<file path="src/rtl/config_frame_writer.sv">
`default_nettype none
// ============================================================================
//  Module      : config_frame_writer
//  Description : Writer side of a column frame-latch configuration interface.
//                Arms on a sync word, decodes frame headers, assembles one
//                frame word per row, then presents FrameData and pulses a
//                single FrameStrobe bit with setup and hold cycles around it.
//  Revision    : 1.0  initial release
// ============================================================================
module config_frame_writer #(
  parameter int          FrameBitsPerRow = 32,
  parameter int          MaxFramesPerCol = 20,
  parameter int          NumRows         = 4,
  parameter int          StrobeWidth     = 2,
  parameter logic [31:0] SyncWord        = 32'hFAB0_FAB1
) (
  input  logic                               CLK,
  input  logic                               resetn,
  input  logic [FrameBitsPerRow-1:0]         WriteData,
  input  logic                               WriteStrobe,
  output logic                               WriteReady,
  output logic [NumRows*FrameBitsPerRow-1:0] FrameData,
  output logic [MaxFramesPerCol-1:0]         FrameStrobe,
  output logic                               Busy,
  output logic                               Error,
  output logic [7:0]                         FramesDone
);

  localparam int RowW = (NumRows > 1) ? $clog2(NumRows) : 1;
  localparam int CntW = $clog2(StrobeWidth + 1);

  localparam logic [7:0] OpFrame = 8'hF0;
  localparam logic [7:0] OpEnd   = 8'h00;

  typedef enum logic [2:0] {
    IDLE   = 3'd0,
    HEADER = 3'd1,
    LOAD   = 3'd2,
    SETUP  = 3'd3,
    STROBE = 3'd4,
    HOLD   = 3'd5
  } state_t;

  state_t                state;
  logic [RowW-1:0]       row;
  logic [CntW-1:0]       strobe_cnt;
  logic [7:0]            frame_index;
  logic                  index_valid;
  logic [MaxFramesPerCol-1:0] strobe_sel;
  logic                  accept;

  assign accept = WriteStrobe & WriteReady;

  // One-hot decode of the current frame index; all zeros for an out-of-range index
  always_comb begin
    strobe_sel = '0;
    for (int i = 0; i < MaxFramesPerCol; i++) begin
      strobe_sel[i] = index_valid && (frame_index == 8'(i));
    end
  end

  // Frame writer sequencer; every output is registered and set on the transition into its state
  always_ff @(posedge CLK or negedge resetn) begin
    if (!resetn) begin
      state       <= IDLE;
      row         <= '0;
      strobe_cnt  <= '0;
      frame_index <= '0;
      index_valid <= 1'b0;
      WriteReady  <= 1'b1;
      FrameData   <= '0;
      FrameStrobe <= '0;
      Busy        <= 1'b0;
      Error       <= 1'b0;
      FramesDone  <= '0;
    end else begin
      case (state)
        IDLE: begin
          if (accept && (WriteData == SyncWord)) begin
            state      <= HEADER;
            Busy       <= 1'b1;
            Error      <= 1'b0;
            FramesDone <= '0;
          end
        end
        HEADER: begin
          if (accept) begin
            if (WriteData[31:24] == OpFrame) begin
              frame_index <= WriteData[7:0];
              index_valid <= (WriteData[7:0] < 8'(MaxFramesPerCol));
              if (WriteData[7:0] >= 8'(MaxFramesPerCol)) begin
                Error <= 1'b1;
              end
              row   <= '0;
              state <= LOAD;
            end else if (WriteData[31:24] == OpEnd) begin
              state <= IDLE;
              Busy  <= 1'b0;
            end else begin
              // Unknown opcode, including a repeated sync word, aborts the stream
              Error <= 1'b1;
              state <= IDLE;
              Busy  <= 1'b0;
            end
          end
        end
        LOAD: begin
          if (accept) begin
            FrameData[row*FrameBitsPerRow +: FrameBitsPerRow] <= WriteData;
            if (row == RowW'(NumRows - 1)) begin
              state      <= SETUP;
              WriteReady <= 1'b0;
            end else begin
              row <= row + 1'b1;
            end
          end
        end
        SETUP: begin
          // FrameData has been stable for this cycle; raise the enable next
          state       <= STROBE;
          strobe_cnt  <= '0;
          FrameStrobe <= strobe_sel;
        end
        STROBE: begin
          if (strobe_cnt == CntW'(StrobeWidth - 1)) begin
            state       <= HOLD;
            FrameStrobe <= '0;
          end else begin
            strobe_cnt <= strobe_cnt + 1'b1;
          end
        end
        HOLD: begin
          state      <= HEADER;
          WriteReady <= 1'b1;
          if (index_valid) begin
            FramesDone <= FramesDone + 8'd1;
          end
        end
        default: begin
          state       <= IDLE;
          WriteReady  <= 1'b1;
          FrameStrobe <= '0;
          Busy        <= 1'b0;
        end
      endcase
    end
  end

endmodule
`default_nettype wire

</file>
<file path="config.mk">
export PLATFORM = sky130hd
export DESIGN_NAME = config_frame_writer
export DESIGN_NICKNAME = d
export VERILOG_FILES = /design/src/rtl/config_frame_writer.sv
export SDC_FILE = /design/constraint.sdc
export NUM_CORES = 1
export LEC_CHECK = 0
export CAP_MARGIN = 25
export CORE_AREA = 2 2 137 112
export CTS_CLUSTER_DIAMETER = 40
export DETAILED_ROUTE_END_ITERATION = 7
export DIE_AREA = 0 0 139 114
export GPL_TIMING_DRIVEN = 0
export PLACE_DENSITY = 0.83
export RECOVER_POWER = 25
export SKIP_CTS_REPAIR_TIMING = 1
export SLEW_MARGIN = 25
export SYNTH_ARGS = -nofsm -noshare
export SYNTH_HDL_FRONTEND = slang
export SYNTH_SLANG_ARGS = --single-unit
</file>
<file path="constraint.sdc">
create_clock -name CLK -period 3.6 [get_ports CLK]
set_input_delay 0.36 -clock CLK [delete_from_list [all_inputs] [get_ports CLK]]
set_output_delay 0.36 -clock CLK [all_outputs]
set_load 0.005 [all_outputs]
</file>
==> After elaboration in Yosys (flattened, before gate mapping) <==
Index checks and enable logic that the tools add are counted.
Widths: inputs -> output; s select.
{ "op_classes": {"shift": 2, "magnitude_cmp": 2, "reduce_logical": 41, "add_sub_neg": 4, "n_bitwise": 4, "eq_ne": 40, "n_mux": 33} }
{ "op_table": {"columns": ["operator", "n"], "rows": [
  ["$bwmux 128", 1],
  ["$shift 32x34->128 const A", 1],
  ["$shiftx 32x34->128", 1],
  ["$eq 8x4->1 const B", 8],
  ["$pmux 20 s3", 1],
  ["$neg 7->34", 1],
  ["$eq 32x32->1 const B", 1],
  ["$eq 8x3->1 const B", 4],
  ["$eq 8x5->1 const B", 4],
  ["$logic_and 1x1->1", 21],
  ["$mux 20", 1],
  ["$ne 2x2->1 const B", 10],
  ["$pmux 3 s6", 1],
  ["$eq 8x2->1 const B", 2],
  ["$logic_not 8->1", 2],
  ["$mux 8", 2],
  ["$pmux 8 s2", 1],
  ["$mux 3", 5],
  ["$reduce_and 5->1", 3],
  ["$mux 2", 6],
  ["$reduce_or 4->1", 3],
  ["$mux 1", 10],
  ["$reduce_and 3->1", 3],
  ["$add 8x1->8 const B", 1],
  ["other kinds (20)", 33]
]} }
{ "word_totals": {"register_bits": 175, "in_bits": 35, "output_inout_bits": 159, "elab_cells": 137} }

==> Logic depth before layout (Yosys ltp) <==
Gate-level depths: netlist of the first run.
{ "logic_depth": {"depth_word": 5, "depth_mapped": 7, "depth_no_buf": 6} }

==> Worst setup path after synthesis of the first run <==
No wires, ideal clock.
{ "synth_timing": {"path_kind": "register to register", "startpoint": "register row[0]", "endpoint": "register FrameData[2]", "period_less_slack_ns": 1.888, "path_buffers": 1, "required_time_ns": 3.517, "slack_ns": 1.712, "setup_ns": 0.083, "path_stages_with_launch": 7, "arrival_time_ns": 1.805, "cell_sequence": "dfrtp_1 > inv_1 > ha_1 > nor3b_1 > clkbuf_1 > nand2_1 > o21ai_0"} }
{ "synth_via": {"elab_chain_len": 3, "elab_cells_between_ends": 4, "cone_classes": "add/sub: 1; shift: 2; mux: 1"} }
{ "synth_lines": {"columns": ["item", "line_no", "source"], "rows": [
  ["start: declaration", "45", "logic [RowW-1:0] row;"],
  ["start signal: assignment", "114", "row <= row + 1'b1;"],
  ["$neg 7->34 *", "109", "FrameData[row*FrameBitsPerRow +: FrameBitsPerRow] <= WriteData;"],
  ["$shiftx 32x34->128 / $shift 32x34->128 (equally long branches)", "109", null],
  ["$bwmux 128 *", "109", null],
  ["end signal: indexed assignment", "109", null],
  ["end: declaration", "22", "output logic [NumRows*FrameBitsPerRow-1:0] FrameData,"]
]} }
Mark *: on every way between the ends. The rest lies on a longest branch, timed or not.
A chain may end at the register's enable or synchronous reset.

==> Final worst setup path of the first run <==
{ "layout_timing": {"startpoint": "register row[0]", "endpoint": "register FrameData[9]"} }
Same word-level chain as after synthesis.

==> results of run 1 <==
[worst max path at each step]
stage	start	end	cells after the start
2_1_floorplan	row[0]$_DFFE_PN0P_	FrameData[2]$_DFFE_PN0P_	6
3_3_place_gp	resetn	FrameData[10]$_DFFE_PN0P_	1
3_5_place_dp	WriteData[1]	FramesDone[0]$_DFFE_PN0P_	6
4_1_cts	row[0]$_DFFE_PN0P_	FrameData[30]$_DFFE_PN0P_	6
5_1_grt	row[0]$_DFFE_PN0P_	FrameData[5]$_DFFE_PN0P_	6
6_report	row[0]$_DFFE_PN0P_	FrameData[9]$_DFFE_PN0P_	6
[metrics by stage]
step	worst slack [ns]	cell area, sq um	std cells	TNS (ns)	util
global placement	-4.89	9530	1165	-852.85	0.652
floorplan	1.71	7360	783	0	-
CTS	0.934	10100	1198	0	0.694
detailed placement	0.938	9560	1166	0	0.654
finish	0.948	10100	1199	0	0.694
global route	0.704	10100	1199	0	0.694
[sequential cells by signal, summed over array words and instances (netlist names)]
| register | flops |
|---|---|
| row | 2 |
| index_valid | 1 |
| Busy | 1 |
| FramesDone | 8 |
| strobe_cnt | 2 |
| FrameData | 128 |
| WriteReady | 1 |
| Error | 1 |
| frame_index | 8 |
| state | 3 |
| FrameStrobe | 20 |
[area by class of cell]
type / instances / area (sq um)
flip-flops and latches: 175 / 4380
well taps: 189 / 236
fillers: 1129 / 4480
repair buffers: 195 / 1960
clock inverters: 11 / 115
multi-input cells: 559 / 2790
plain buffers: 46 / 174
inverters: 3 / 11.3
clock buffers: 21 / 460
[logic make-up (layout without fill, tap and decap cells)]
| group | Yosys count | in the layout |
|---|---|---|
| AO/OA/AOI/OAI | 171 | 171 |
| XOR/XNOR | 5 | 5 |
| adder cells (fa/ha/maj) | 9 | 9 |
| buffers and inverters | 49 | 276 |
| flip-flops | 175 | 175 |
| multiplexers | 8 | 8 |
| AND/OR/NAND/NOR | 366 | 366 |
[cell usage after synthesis, types with 4 or more instances]
library cell  instances  area [sq um]
nand4_1               6          37.5
nand3_1               6          30.0
nand2_1             285          1070
nand2b_1              6          37.5
nor2b_1               4          25.0
mux2_2                8          90.1
clkbuf_1             43           161
nor2_1               22          82.6
nand2_2               5          31.3
a21oi_1               4          20.0
o21ai_0             137           686
dfrtp_1             174          4350
ha_1                  9           113
a22o_1                9          78.8
o31ai_1               5          37.5
[critical path, stage by stage, from the launching register on]
cell	delay, ns
dfrtp_1	0.51
inv_1	0.16
ha_1	0.39
nor3b_1	0.73
clkbuf_1	0.46
nand2_1	0.12
o21ai_0	0.19
[per-layer routing]
layer / global-route usage / share of wire / wire length, microns
met3: 0.0768 / 0.088 / 1950
met2: 0.440 / 0.47 / 10400
met4: 0.0801 / 0.014 / 304
met5: 0 / 0 / 0
met1: 0.390 / 0.43 / 9480
[power groups by stage]
stage                     registers [uW]  clock network, uW  logic (uW)
after floorplan                     2290                  0         484
after global placement              2290                  0        1110
after detailed placement            2290                  0        1140
after CTS                           2260               1820        1150
after global routing                2280               1910        1260
final                               2270               1800        1150
==> results.md, run 1 <==
* Status: finished, violations left
* Failing checks: max-capacitance violations, max-slew violations
* R2r endpoint: FrameData[9]$_DFFE_PN0P_
* Leakage Power at 0.00431 uW
* Setup CP Type: flop to flop
* Max IR drop VDD at 0.388 mV
* Sequential Power Share at 0.435
* Final Hold Fails at 0
* Routed WL per cell at 18.4 microns
* Initial antenna violation count at 0
* Tmin final at 2.65 ns
* Root buffer cell: clkbuf_16
* H-Tree Depth at 4
* Hold Crit Endpoint: FrameData[84]$_DFFE_PN0P_
* Cell count of the worst reg-to-reg path at 6
* Starting utilization of the core area at 0.504
* Most frequent cells in the layout: nand2_1, clkdlybuf4s50_1, dfrtp_1
* Most common cell after layout, fill and taps aside: nand2_1
* Mapped Nets at 827
* Port Buffers at 193
* Worst Setup End Kind: flop
* Synth Area in Simple Gates at 0.216
* Register area share after synthesis at 0.595
* Clk pwr share at 0.345
* RePlAce Congestion at 0.858
* Synth warnings at 0
* Die Ht at 114 microns
* Hpwl dp at 15300 microns
* Hold WC Path Type: flop to flop
* Pwr/cell area at 515 mW/mm^2
* Clock slew at reported path FFs at 0.06 ns
* Hold_ws at 0.480 ns
* Switch Pwr at 1510 uW
* Vias in the first global route at 6295
* DRT antenna net count at 0
* Reg2Reg Setup Slack at 0.95 ns
* Synth Area in XOR/XNOR at 0.00595
* EDFF count, synth at 0
* FP Rows at 40
* WP data required at 3.94 ns
* Pwr Total at 5220 uW
* Relative slew slack at -0.452
* MaxCap Viol Count at 1
* Drc violations at 0
* CTS sink cnt at 175
* Largest family of logic cells by synthesized area: simple AND/OR/NAND/NOR gates
* Max Slew Vio Count at 86
* Multiplexer share of the synthesized area at 0.0122
* Worst Max-Slew Pin Slew at 2.18 ns
* Ys flop type: dfrtp_1
* Synthesized flop and latch total at 175
* Worst hold start: FrameData[84]$_DFFE_PN0P_
* CP max FO at 10
* Overall routing resource usage at 0.280
* Area grow syn2layout at 37.7%
* Syn Inst Count at 783
* Clock buffer depth at 2
* CTS Buf Count at 17
* R2r startpoint: row[0]$_DFFE_PN0P_
* Post-synthesis async set-or-reset flop share at 1.00
* Die width at 139 microns
* First drt pass iteration count at 4
* Post-synthesis adder-cell area fraction at 0.0153
* Fin crit share at 0.737
* Cell Int Power at 3710 uW
* Die footprint at 0.0158 sq mm
* Final setup fails at 0
* Sw Share at 0.289
* Mapped Area at 0.00736 sq mm
* First-pass GRT wire length at 34500 microns
* F_max at 0.377 GHz
* Nets at 1041
* Largest net degree at the start of global routing at 91
* Routed WL at 22100 microns
* Worst Hold Path Cells at 2
* Comb pwr share at 0.220
* Syn Area/Cell at 9.40 sq um
* RSZ-0062 raised after global routing: false
* IO Pins at 194
* Worst Path Arrival at 2.99 ns
* Synth cell types at 49
* Compound-gate portion of the synthesized area at 0.130
* Final Skew at 0.00564 ns
* Layout cells sized above 1 at 0.0624
* Total grt overflow at 0
* Later-pin clock latency in the skew report at 0.43 ns
* Diodes inserted at 0
* Vias at 6583
* CTS tree: built
* Core ar. at 0.0146 sq mm
* Via density at 5.49
* Drt initial violations at 423
* Worst setup SP type: flop
(Power assumes the default switching activity.)
==> inputs of run 2 (changes only) <==
- CORE_AREA: 2 2 137 112 -> 2 2 148 121
- DIE_AREA: 0 0 139 114 -> 0 0 150 123
- PLACE_DENSITY: 0.83 -> 0.76
- clock period: 3.6 -> 2.1 ns (I/O delays scaled with it)
==> results.md, run 2 (same netlist as run 1, synthesis figures left out) <==
* Routed WL at 22300 microns
* Area grow syn2layout at 40.2%
* Worst Max-Slew Pin Slew at 1.18 ns
* Leakage Power at 0.00443 uW
* Final setup fails at 0
* Vias in the first global route at 6321
* Hpwl dp at 15600 microns
* Initial antenna violation count at 0
* WP data required at 2.42 ns
* Die footprint at 0.0185 sq mm
* Clock slew at reported path FFs at 0.06 ns
* CP max FO at 8
* Core ar. at 0.0170 sq mm
* Fin crit share at 0.956
* Setup CP Type: primary input to flop
* Diodes inserted at 0
* Crit-path cells: clkdlybuf4s50_1 > or4_4 > nor4_4 > nand4_2 > nor3_4 > buf_12 > o21ai_2
* IO Pins at 194
* Pwr Total at 9100 uW
* Vias at 6547
* Routed WL per cell at 18.0 microns
* Clock buffer depth at 2
* RePlAce Congestion at 0.856
* Nets at 1047
* Layout cells sized above 1 at 0.100
* Most common cell after layout, fill and taps aside: nand2_1
* Largest net degree at the start of global routing at 91
* Final Hold Fails at 0
* Max IR drop VDD at 0.671 mV
* Worst Path Arrival at 2.33 ns
* Top reg by flops: FrameData
* Setup TNS at 0 ns
* F_max at 0.498 GHz
* First drt pass iteration count at 5
* CTS sink cnt at 175
* Drt initial violations at 445
* Max Slew Vio Count at 0
* Worst Setup End Kind: flop
* Drc violations at 0
* Die Ht at 123 microns
* Worst setup SP type: primary input
* First-pass GRT wire length at 34900 microns
* Largest register FFs at 128
* Total grt overflow at 0
* Final Instance Area at 0.0103 sq mm
* Top Registers: FrameData x128, FrameStrobe x20
* Later-pin clock latency in the skew report at 0.43 ns
* CTS Buf Count at 17
* Status: complete, no violations
* Relative slew slack at 0.213
* Final Skew at 0.00699 ns
* CTS tree: built
* Starting utilization of the core area at 0.433
* Slowest CP cell: clkdlybuf4s50_1
* FP Rows at 43
* Most frequent cells in the layout: nand2_1, clkdlybuf4s50_1, dfrtp_1
* Die width at 150 microns
* H-Tree Depth at 4
* Tmin final at 2.01 ns
* Hold WC Path Type: primary input to flop
* Worst path max stage delay at 0.62 ns
* Via density at 5.28
* Pwr/cell area at 881 mW/mm^2
* Area after DPL at 0.00961 sq mm
* Final core utilization at 0.607
* MaxCap Viol Count at 0
* Port Buffers at 193
* Overall routing resource usage at 0.250
* Root buffer cell: clkbuf_16
* DRT antenna net count at 0
==> run 2: changes by cell type in the layout (fill, tap and decap cells not counted), moves of 5 or more <==
| cell | change |
|---|---|
| buf_4 | +5 |
| clkbuf_4 | +5 |
| clkbuf_2 | +16 |
| buf_2 | +6 |
| clkbuf_1 | -25 |
==> run 2: area by class of cell <==
cell class              instances  area [sq um]
fillers                      1475          6680
flip-flops and latches        175          4380
multi-input cells             559          2840
repair buffers                201          2020
clock buffers                  22           454
well taps                     225           282
plain buffers                  46           218
clock inverters                10           114
inverters                       3          11.3
==> run 2: layer usage <==
layer / vias to the layer above / share of wire / track usage
met4: 0 / 0.015 / 0.0796
li1: 3067 / - / -
met5: - / 0 / 0
met2: 282 / 0.45 / 0.372
met1: 3176 / 0.44 / 0.357
met3: 22 / 0.096 / 0.0683
==> run 2: path summary, 6_finish.rpt <==
kind,start,end,slack (ns),cells past startpoint
setup / recovery,WriteData[1],FramesDone[1]$_DFFE_PN0P_,0.09,7
hold / removal,WriteStrobe,WriteReady$_DFFE_PN1P_,0.36,2
setup reg to reg,row[0]$_DFFE_PN0P_,FrameData[118]$_DFFE_PN0P_,0.10,6
hold reg to reg,FrameStrobe[14]$_DFFE_PN0P_,FrameStrobe[14]$_DFFE_PN0P_,0.48,2
max in group asynchronous,resetn,FrameData[38]$_DFFE_PN0P_,0.49,3
min in group asynchronous,resetn,FrameData[89]$_DFFE_PN0P_,0.57,2
==> run 2: where the power goes <==
group	internal, uW	switching (uW)	leakage, uW	total [uW]
logic	967	1130	0.00175	2100
clock network	1780	1330	0.000278	3110
registers	3680	204	0.00239	3880
==> run 2: through the flow <==
| step | instances | hold WS [ns] | setup slack [ns] |
|---|---|---|---|
| 3_5_place_dp | 1202 | 0.254 | -0.524 |
| 6_report | 1241 | 0.365 | 0.0914 |
| 4_1_cts | 1234 | -0.204 | -0.545 |
| 5_1_grt | 1241 | 0.381 | -0.0196 |
| 3_3_place_gp | 1201 | 0.461 | -6.44 |
| 2_1_floorplan | 783 | -0.0856 | 0.212 |
==> run 2: worst max-delay path: cells and delay by family <==
kind,cells,cell delay [ns]
compound gates,1,0.05
simple gates,4,1.29
buf+inv,2,0.77
==> inputs of run 3 (changes only) <==
- SLEW_MARGIN: 25 -> 20
==> results.md, run 3 (same netlist as run 1, synthesis figures left out) <==
* Crit-path cells: clkdlybuf4s50_1 > or4_4 > nor4_4 > nand4_2 > nor3_4 > buf_12 > o21ai_2
* Worst setup SP type: primary input
* Hold WC Path Type: primary input to flop
* F_max at 0.491 GHz
* Die footprint at 0.0185 sq mm
* Final setup fails at 0
* Root buffer cell: clkbuf_16
* Layout cells sized above 1 at 0.107
* Cell Int Power at 6340 uW
* Fin crit share at 0.969
* Top Registers: FrameData x128, FrameStrobe x20
* Later-pin clock latency in the skew report at 0.43 ns
* Setup CP Type: primary input to flop
* CTS tree: built
* Drc violations at 0
* CP max FO at 8
* WP data required at 2.42 ns
* MaxCap Viol Count at 0
* IO Pins at 194
* R2r startpoint: state[1]$_DFFE_PN0P_
* Max Slew Vio Count at 0
* Worst Path Arrival at 2.36 ns
* Overall routing resource usage at 0.250
* Setup TNS at 0 ns
* Largest register FFs at 128
* Worst path max stage delay at 0.63 ns
* Pwr Total at 9030 uW
* Slowest CP cell: clkdlybuf4s50_1
* Port Buffers at 193
* Sw Share at 0.298
* Max IR drop VDD at 0.602 mV
* Core ar. at 0.0170 sq mm
* Sequential Power Share at 0.430
* Worst Hold Path Cells at 2
* Hold Crit Endpoint: WriteReady$_DFFE_PN1P_
* First drt pass iteration count at 5
* Switch Pwr at 2690 uW
* First-pass GRT wire length at 34800 microns
* R2r endpoint: FrameData[11]$_DFFE_PN0P_
* Diodes inserted at 0
* Die width at 150 microns
* Clock slew at reported path FFs at 0.06 ns
* CTS sink cnt at 175
* Via density at 5.29
* Status: complete, no violations
* DRT antenna net count at 0
* Die Ht at 123 microns
* Cell count of the worst reg-to-reg path at 6
* Comb pwr share at 0.232
* Leakage Power at 0.00442 uW
* Area grow syn2layout at 39.8%
* Drt initial violations at 425
* CTS Buf Count at 17
* Hpwl dp at 15600 microns
* Vias in the first global route at 6311
* Worst Max-Slew Pin Slew at 1.10 ns
* Reg2Reg Setup Slack at 0.07 ns
* Pwr/cell area at 877 mW/mm^2
* Final Skew at 0.0119 ns
* Starting utilization of the core area at 0.433
* Routed WL at 22300 microns
* CP Launch Point: WriteData[1]
* Most common cell after layout, fill and taps aside: nand2_1
* Most frequent cells in the layout: nand2_1, clkdlybuf4s50_1, dfrtp_1
* RSZ-0062 raised after global routing: true
* Routed WL per cell at 18.0 microns
* Largest net degree at the start of global routing at 96
* Final Hold Fails at 0
* Relative slew slack at 0.265
* Clk pwr share at 0.338
* RePlAce Congestion at 0.856
* H-Tree Depth at 4
* Clock buffer depth at 2
* Tmin final at 2.03 ns
* Initial antenna violation count at 0
* FP Rows at 43
* Top reg by flops: FrameData
* Worst Setup End Kind: flop
* Total grt overflow at 0
* Vias at 6554
* Nets at 1044
* Worst hold start: WriteStrobe
## run 3: cell types whose count changed in the layout (fill, tap and decap cells not counted), sizes merged
cell	previous run	this run
inv	3	5
buf	14	8
clkinvlp	1	3
bufinv	2	1
## run 3: layer usage
metal / part of all wire / GRT usage / vias up
li1: - / - / 3050
met1: 0.45 / 0.352 / 3239
met2: 0.45 / 0.375 / 241
met3: 0.090 / 0.0731 / 24
met4: 0.016 / 0.0761 / 0
met5: 0 / 0 / -
## run 3: worst max path at each step
stage	endpoint	slack [ns]
after detailed placement	FrameData[7]$_DFFE_PN0P_	-0.54
after CTS	FrameData[2]$_DFFE_PN0P_	-0.55
after global placement	FrameData[10]$_DFFE_PN0P_	-6.44
final	FramesDone[0]$_DFFE_PN0P_	0.07
after global routing	FrameData[0]$_DFFE_PN0P_	-0.07
after floorplan	FrameData[2]$_DFFE_PN0P_	0.21
## run 3: worst max-delay path, delay by kind of cell
kind	cells	cell delay (ns)
buffers and inverters	2	0.78
and+or+nand+nor	4	1.30
AOI/OAI and AO/OA	1	0.05
## run 3: layout make-up
type / count / area, sq um
clock buffer: 19 / 453
inverter: 3 / 11.3
timing repair buffer: 198 / 1990
tap: 225 / 282
clock inverter: 13 / 113
buffer: 46 / 225
sequential: 175 / 4380
fill: 1485 / 6710
multi-input combinational: 559 / 2830
## run 3: per-stage QoR
stage               cell area [sq um]  worst slack (ns)  std cells  hold slack [ns]   util
floorplan                        7360             0.212        783          -0.0856      -
global placement                 9580             -6.44       1201            0.461  0.563
detailed placement               9610            -0.544       1202            0.235  0.565
CTS                             10200            -0.555       1234           -0.213  0.598
global route                    10300           -0.0732       1238            0.383  0.605
finish                          10300            0.0653       1238            0.366  0.605
## run 3: power by group through the flow
stage | Combinational, uW | Sequential [uW] | Clock, uW
2_1_floorplan | 830 | 3930 | 0
3_3_place_gp | 1910 | 3930 | 0
3_5_place_dp | 1950 | 3940 | 0
4_1_cts | 1960 | 3890 | 3060
5_1_grt | 2310 | 3920 | 3240
6_report | 2100 | 3880 | 3050
